**config.mk**
```make
export PLATFORM = sky130hd
export DESIGN_NAME = icache_ctrl
export DESIGN_NICKNAME = d
export VERILOG_FILES = /design/src/rtl/icache_ctrl.sv
export SDC_FILE = /design/constraint.sdc
export NUM_CORES = 1
export LEC_CHECK = 0
export ABC_AREA = 1
export BUFFER_PORTS_ARGS = -buffer_cell sky130_fd_sc_hd__buf_2
export CORE_UTILIZATION = 30
export DETAILED_ROUTE_END_ITERATION = 8
export RECOVER_POWER = 50
export SLEW_MARGIN = 25
export SYNTH_ARGS = -nofsm -noshare
export SYNTH_HDL_FRONTEND = slang
export SYNTH_SLANG_ARGS = --single-unit
```
**constraint.sdc**
```tcl
create_clock -name clk -period 4.85 [get_ports clk]
set_clock_uncertainty 0.05 [all_clocks]
set_input_delay 0.2425 -clock clk [delete_from_list [all_inputs] [get_ports clk]]
set_output_delay 0.2425 -clock clk [all_outputs]
set_load 0.005 [all_outputs]
```
**src/rtl/icache_ctrl.sv**
```systemverilog
// Two-way set-associative instruction cache controller (256 sets, 16-byte lines)
// with one outstanding fetch, external tag/valid/data arrays and a line refill buffer.
module icache_ctrl (
    input  logic          clk,
    input  logic          rstn,
    input  logic          req_valid,
    input  logic [31:0]   req_addr,
    output logic          req_ready,
    output logic          resp_valid,
    output logic [31:0]   resp_data,
    output logic [7:0]    tv_rindex,
    input  logic [19:0]   tv_rtag0,
    input  logic [19:0]   tv_rtag1,
    input  logic [1:0]    tv_rvalid,
    output logic [7:0]    tv_windex,
    output logic [19:0]   tv_wtag,
    output logic [1:0]    tv_we,
    input  logic [127:0]  data_rline0,
    input  logic [127:0]  data_rline1,
    output logic [127:0]  data_wline,
    output logic          mem_rd_req,
    output logic [31:0]   mem_rd_addr,
    input  logic          mem_rd_rdy,
    input  logic          mem_ret_valid,
    input  logic          mem_ret_last,
    input  logic [31:0]   mem_ret_data
);
    localparam int unsigned TAG_W  = 20;
    localparam int unsigned IDX_W  = 8;
    localparam int unsigned WORD_W = 32;
    localparam int unsigned WORDS  = 4;
    localparam int unsigned LINE_W = WORD_W * WORDS;
    localparam int unsigned SETS   = 256;

    typedef enum logic [2:0] {IDLE, LOOKUP, MISS, REFILL, RESP} state_t;

    state_t              state_q, state_d;
    logic [29:0]         addr_q;
    logic                victim_q;
    logic [1:0]          cnt_q;
    logic [WORD_W-1:0]   buf_q [WORDS];
    logic [SETS-1:0]     lru_q;

    logic [TAG_W-1:0]    tag_q;
    logic [IDX_W-1:0]    idx_q;
    logic [1:0]          word_q;
    logic                hit0, hit1;
    logic [LINE_W-1:0]   hit_line;
    logic [WORD_W-1:0]   hit_word;
    logic [LINE_W-1:0]   merged_line;

    logic                latch_addr, latch_victim, victim_d, clr_cnt, beat_we, lru_we, lru_d;
    logic                unused_addr_lsb;

    assign unused_addr_lsb = ^req_addr[1:0];

    assign tag_q  = addr_q[29:10];
    assign idx_q  = addr_q[9:2];
    assign word_q = addr_q[1:0];

    // Array read index follows the incoming request while idle so lookup data is ready next cycle
    assign tv_rindex   = (state_q == IDLE) ? req_addr[11:4] : idx_q;
    assign tv_windex   = idx_q;
    assign tv_wtag     = tag_q;
    assign mem_rd_addr = {addr_q[29:2], 4'h0};
    assign data_wline  = merged_line;

    assign hit0     = tv_rvalid[0] && (tv_rtag0 == tag_q);
    assign hit1     = tv_rvalid[1] && (tv_rtag1 == tag_q);
    assign hit_line = hit0 ? data_rline0 : data_rline1;
    assign hit_word = hit_line[{word_q, 5'b0} +: WORD_W];

    // Refill buffer with the current beat merged in, so the last beat writes the full line
    always_comb begin
        merged_line = '0;
        for (int unsigned k = 0; k < WORDS; k++) begin
            merged_line[k*WORD_W +: WORD_W] =
                (beat_we && cnt_q == 2'(k)) ? mem_ret_data : buf_q[k];
        end
    end

    always_comb begin
        state_d      = state_q;
        req_ready    = 1'b0;
        resp_valid   = 1'b0;
        resp_data    = '0;
        mem_rd_req   = 1'b0;
        tv_we        = 2'b00;
        latch_addr   = 1'b0;
        latch_victim = 1'b0;
        victim_d     = 1'b0;
        clr_cnt      = 1'b0;
        beat_we      = 1'b0;
        lru_we       = 1'b0;
        lru_d        = 1'b0;
        case (state_q)
            IDLE: begin
                req_ready = 1'b1;
                if (req_valid) begin
                    latch_addr = 1'b1;
                    state_d    = LOOKUP;
                end
            end
            LOOKUP: begin
                if (hit0 || hit1) begin
                    resp_valid = 1'b1;
                    resp_data  = hit_word;
                    lru_we     = 1'b1;
                    lru_d      = hit0;
                    state_d    = IDLE;
                end else begin
                    latch_victim = 1'b1;
                    victim_d     = !tv_rvalid[0] ? 1'b0 :
                                   !tv_rvalid[1] ? 1'b1 : lru_q[idx_q];
                    state_d      = MISS;
                end
            end
            MISS: begin
                mem_rd_req = 1'b1;
                if (mem_rd_rdy) begin
                    clr_cnt = 1'b1;
                    state_d = REFILL;
                end
            end
            REFILL: begin
                if (mem_ret_valid) begin
                    beat_we = 1'b1;
                    if (mem_ret_last) begin
                        tv_we   = victim_q ? 2'b10 : 2'b01;
                        lru_we  = 1'b1;
                        lru_d   = ~victim_q;
                        state_d = RESP;
                    end
                end
            end
            RESP: begin
                resp_valid = 1'b1;
                resp_data  = buf_q[word_q];
                state_d    = IDLE;
            end
            default: state_d = IDLE;
        endcase
        // Reset abandons any transaction in flight: no handshakes, writes or beats
        if (!rstn) begin
            req_ready  = 1'b0;
            resp_valid = 1'b0;
            mem_rd_req = 1'b0;
            tv_we      = 2'b00;
            beat_we    = 1'b0;
        end
    end

    always_ff @(posedge clk) begin
        if (!rstn) begin
            state_q  <= IDLE;
            addr_q   <= '0;
            victim_q <= 1'b0;
            cnt_q    <= '0;
            lru_q    <= '0;
        end else begin
            state_q <= state_d;
            if (latch_addr)   addr_q   <= req_addr[31:2];
            if (latch_victim) victim_q <= victim_d;
            if (clr_cnt)      cnt_q    <= '0;
            else if (beat_we) cnt_q    <= cnt_q + 2'd1;
            if (lru_we)       lru_q[idx_q] <= lru_d;
        end
    end

    // Refill buffer keeps stale words across transactions and reset
    always_ff @(posedge clk) begin
        if (beat_we) buf_q[cnt_q] <= mem_ret_data;
    end

endmodule

```
# [After elaboration in Yosys (flattened, before gate mapping)]
# Memory sizes are Yosys's and may differ from the RTL's. A register that Yosys moved wholly into a read port is not among the register bits.
# Cells that the tools add are included.
[totals] regBits=292 mem_bits_rw=128 input_bits=368 output_inout_bits=233 word_cells=92 n_memories=1
[memory_table] name="buf_q" words=4 word_bits=32 rd=5 rd_clocked_by_memory_dff=1 write_ports=1 line_no="41" source="logic [WORD_W-1:0] buf_q [WORDS];"
[classes] n_reduce_logical=12 order_cmp=2 addsub=1 mux=55 n_shift=1 eq_ne=13 bitwise=2
[op_table] op="$bwmux 256" n=1
[op_table] op="$mux 32" n=5
[op_table] op="$mux 128" n=1
[op_table] op="$shiftx 128x8->32" n=1
[op_table] op="$pmux 32 s2" n=1
[op_table] op="$eq 20x20->1" n=2
[op_table] op="$mux 1" n=28
[op_table] op="$mux 2" n=8
[op_table] op="$mux 3" n=4
[op_table] op="$pmux 3 s4" n=1
[op_table] op="$lt 8x9->1 const B" n=1
[op_table] op="$bmux 1 s8" n=1
[op_table] op="$demux 1 s8" n=1
[op_table] op="$ge 8x1->1 const B" n=1
[op_table] op="$mux 8" n=1
[op_table] op="$ne 2x2->1 const B" n=4
[op_table] op="$logic_and 1x1->1" n=7
[op_table] op="$eq 3x2->1 const B" n=2
[op_table] op="$pmux 1 s2" n=3
[op_table] op="$eq 2x2->1 const B" n=2
[op_table] op="$reduce_and 4->1" n=1
[op_table] op="$eq 3x1->1 const B" n=1
[op_table] op="$eq 3x3->1 const B" n=1
[op_table] op="$logic_not 3->1" n=1
[op_table] op="other kinds (6)" n=7

# [Depth between registers and ports, before layout]
[logic_depth] depth_word=6 mapped_depth=18 mapped_depth_nobuf=15

# [Worst setup path before layout]
# OpenSTA, ideal clock, no wires.
[synth_path] path_kind="flip-flop to flip-flop" startpoint="register state_q[1]" endpoint="memory buf_q[0][0] (enable)" path_stages_with_launch=10 slack_ns=2.623 setup_ns=0.387 path_buffers=1 t_arrival_ns=1.790 path_cell_list="dfxtp_1 inv_1 nor3_1 inv_1 nor2_1 nand2_1 inv_1 nand2_1 clkbuf_1 inv_1"
[synth_between] elab_chain_len=5
[synth_rtl] element="start, declared" line_no="37" source="state_t state_q, state_d;"
[synth_rtl] element="start signal, assigned" line_no="161" source="state_q <= state_d;"
[synth_rtl] element="$eq 3x2->1" line_no="96" source="case (state_q)"
[synth_rtl] element="$mux 1" line_no="96"
[synth_rtl] element="$mux 1" line_no="144" source="if (!rstn) begin"
[synth_rtl] element="$mux 1" line_no="172" source="if (beat_we) buf_q[cnt_q] <= mem_ret_data;"
[synth_rtl] element="$mux 1 (implied by the code)" line_no="172"
[synth_rtl] element="end, declared" line_no="41"
# No other way between the ends.

# [Final worst setup path]
[layout_path] startpoint="register addr_q[2]" endpoint="output tv_rindex[0]"
[layout_between] elab_chain_len=1
[layout_rtl] element="start, declared" line_no="38" source="logic [29:0] addr_q;"
[layout_rtl] element="start signal, assigned" line_no="162" source="if (latch_addr) addr_q <= req_addr[31:2];"
[layout_rtl] element="$mux 8" line_no="62" source="assign tv_rindex = (state_q == IDLE) ? req_addr[11:4] : idx_q;"
[layout_rtl] element="end, declared" line_no="11" source="output logic [7:0] tv_rindex,"
# No other way between the ends.

==> results.env <==
STATUS='complete, but fails checks'
VIOLATIONS_IN_THE_FINAL_REPORTS='max-capacitance violations, max-slew violations'
POST_SYNTHESIS_SHARE_OF_CELL_AREA_SPENT_ON_FULL_ADDERS_HALF_ADDERS_AND_MAJORITY_GATES=0.00190
DIE_H_MICRONS=298
GPL.FINAL_WEIGHTED_CONGESTION=0.986
SYNTH_TOP_FAMILY_BY_AREA='simple AND/OR/NAND/NOR gates'
RRSETUPSLACK_PS=350
CRIT_PATH_MAX_INCR_DELAY_PS=1490
TIGHTESTPINTRANSITION_PS=1820
WP_DATA_REQUIRED_PS=4560
HP-CLASS='in -> reg'
TIMING.HOLD.WS_PS=8.10
SYNTHMUXAREASHARE=0
POST-CTS-SETUP-BUFFER-COUNT=0
TIMING.HOLD.WORST_PATH_DEPTH=3
POSTCTSRESIZEDCELLS=0
RSZ_0062_RAISED_AFTER_GLOBAL_ROUTING='no'
WIRE_LENGTH_OF_THE_FIRST_GLOBAL_ROUTING_PASS_MICRONS=178000
MAX_FREQ_MHz=221
CLK_TRANSITION_REPORTED_PATHS_PS=70
DETAIL_ROUTE.WL_PER_CELL_MICRONS=21.1
POST_SYNTH_XOR_AREA_FRACTION=0.00499
SYNTH_AREA_SQ_MM=0.0263
BUFFER_DEPTH_OF_THE_LONGEST_CLOCK_PATH=3
SWITCHING_SHARE=0.337
GRT_START_MAX_NET_PINS=128
MOST_USED_CELLS_IN_THE_LAYOUT_EXCLUDING_FILL_AND_TAP_CELLS='nand2_1 (1700), buf_2 (510), nor2_1 (437), nand3_1 (396), a21oi_1 (298)'
WORST_SETUP_PATH_START_KIND='flop'
WORST_IR_DROP_VDD_mV=0.279
FIRST_ITER_VIOLATIONS=3659
TIMING.SETUP.CRITICAL_PATH_CLASS='reg -> out'
TRITONCTS_CLOCK_TREE='done'
CRIT_CHAIN='inv_2 -> clkbuf_4 -> o21ai_0 -> buf_2'
NUMBER_OF_STANDARD_CELLS_IN_THE_LAYOUT_TAPS_IN_AND_FILLERS_OUT=5819
CORE_REGION_AREA_SQ_MM=0.0868
GLOBAL_ROUTE.USAGE.TOTAL=0.263
FIRST_PASS_ITERS=6
SYNTH_SEQ_AREA_SHARE=0.370
NUMCTSBUFFERS=50
SYN-MEAN-INSTANCE-AREA_SQ_UM=6.25
FIN_NETS=4987
CRIT_SLOWEST_CELL='dfxtp_1'
DPL.CELL_COUNT=5653
SEQ_POWER_SHARE=0.393
FIN_CRIT_SH=0.931
FINALMAXSLEWVIOLATIONS=78
TNS_PS=0
WORST_SETUP_STARTPOINT='addr_q[2]'
CRIT_PATH_END_KIND='output pin'
FINAL_LAYOUT_SIZE_SUFFIX_GT1_FRAC=0.148
GRT_PASS1_VIAS=27100
CTS.ROOT.BUFFER_CELL='clkbuf_16'
TIMING.RR.END='victim_q'
DRT-TOTAL-WL_MICRONS=123000
MOST_COMMON_CELL_AFTER_LAYOUT_FILL_AND_TAPS_ASIDE='nand2_1'
POWER.DENSITY_mW_PER_MM2=308
START_UTIL=0.303
DRC_ERRORS=0
CORE.ROWCOUNT=108
DESIGN.PORTCOUNT=601
LAYOUT_MIN_CYCLE_TIME_PS=4520
TOTAL_VIA_COUNT_AFTER_DETAILED_ROUTING=30500
IO_BUFFERS=594
WORSTPATHMAXFANOUT=48
CRIT_FAMILY='flip-flops'
NETLIST_INSTANCES=4209
VIA_PER_INST=5.23
COMB_POWER_SHARE=0.212
P_INT_mW=6.47
REGTOREGSTARTPOINT='addr_q[2]'
FINAL.SETUP.WORST_SLACK_PS=333
SYNTH-COMPOUND-AREA-SHARE=0.116
SYNTHESIS.YOSYS.WARNINGS=0
GLOBALROUTE.TOTALOVERFLOW=0
DRV.MAX_CAP_VIOLATION_COUNT=2
MIN_FROM='req_addr[18]'
SYNTH_SIMPLE_GATE_AREA_SHARE=0.412
POWER_LEAKAGE_nW=13.1
MAXSLEWHEADROOM=-0.211
TIMING_HOLD_VIOLATIONS_FINAL=0
CRIT_ARRIVAL_PS=4220
FINAL-SETUP-VIOL-COUNT=0
YS_SEQ_ELEMENTS=422
CLOCK_LATENCY_PS=620
HOLDPATHEND='addr_q[16]'
SYN2LAYOUT_AREA_GROWTH_PCT=20.3
ANTENNA_FOUND_INITIAL=14
NET_SWITCHING_POWER_mW=3.29
CTS.HTREE.LEVELS=2
POST_SYNTH_NUM_CELL_TYPES=35
HPWLAFTERDP_MICRONS=86200
DESIGN.DIE.AREA_SQ_MM=0.0889
POWER.CLOCK.FRACTION=0.396
PRECTSSETUPSLACK_PS=1350
ANT_NETS_AFTER_ROUTE=0
DIE_WIDTH_MICRONS=298
R2R_CELLS=15
CTS.SINKS=422
WORST-PATH-BUF-INV=3
[cell type report]
type / count / area (sq um)
Clock inverter: 20 / 176
Fill cell: 9533 / 55100
Clock buffer: 73 / 1480
Multi-Input combinational cell: 3271 / 14100
Antenna cell: 8 / 20.0
Timing Repair Buffer: 734 / 4140
Sequential cell: 422 / 9730
Inverter: 136 / 515
Tap cell: 1155 / 1450
[metal layers]
layer / wire length, microns / share of wire / GRT usage / vias to the layer above
met2: 54100 / 0.44 / 0.409 / 1439
li1: - / - / - / 14500
met3: 11500 / 0.094 / 0.0607 / 277
met5: 84 / 0.00069 / 0 / -
met4: 6390 / 0.052 / 0.119 / 12
met1: 50600 / 0.41 / 0.344 / 14300
[worst max-delay path by stage]
stage                                to  slack [ps]  cells past startpoint
after floorplan             buf_q[0][0]        2620                      9
after global placement    resp_data[30]        1340                     15
after detailed placement  resp_data[30]        1350                     15
after CTS                 resp_data[30]         670                     15
after global routing          lru_q[27]         220                      8
final                      tv_rindex[0]         330                      4
[sequential cells by signal, summed over array words and instances (netlist names), named ones only]
name      flops
cnt_q         2
lru_q       256
state_q       3
buf_q       128
addr_q       30
victim_q      1
[power groups by stage]
stage	Sequential, mW	Combinational, mW	Clock [mW]
after floorplan	3.82	1.19	0
final	3.83	2.06	3.86
after detailed placement	3.90	1.99	0
after global routing	3.84	2.19	4.06
after CTS	3.83	2.06	3.91
after global placement	3.90	1.99	0
[synthesized netlist by cell type, drive strengths merged]
master,n,area [sq um]
o32ai,32,280
nand3,398,2000
o21bai,1,7.51
xor2,6,52.6
a21oi,298,1490
nand4,107,669
nand2,1707,6420
xnor2,9,78.8
o21ai,248,1240
conb,1,3.75
nor2,442,1670
o211ai,1,7.51
a211oi,1,7.51
dfxtp,294,5890
o22ai,1,6.26
nor3,4,20.0
clkbuf,196,736
nand3b,2,15.0
edfxtp,128,3840
inv,136,510
ha,4,50.1
or2,6,37.5
buf,187,1260
[worst min-delay path: cells and delay by family]
family | cells | cell delay [ps]
AOI/OAI and AO/OA | 2 | 310
buffers and inverters | 1 | 80
[cell families (layout without fill, tap and decap cells)]
logic type,after synthesis,count (layout)
xor+xnor,15,15
other cells,1,12
compound gates,582,582
simple gates,2666,2666
fa+ha+maj,4,4
flops,422,422
buf+inv,519,963
[timing repair]
item                       in CTS  in global routing
setup endpoints to repair       0                  0
hold endpoints to repair      154                  0
hold buffers                   64                  0
[metrics by stage]
step	instance area (sq um)	total power [mW]	util
2_1_floorplan	26300	5.01	-
3_3_place_gp	29500	5.89	0.340
3_5_place_dp	29500	5.90	0.340
4_1_cts	31800	9.80	0.367
5_1_grt	31600	10.1	0.365
6_report	31600	9.75	0.365
Power figures use the tool's default switching activity.
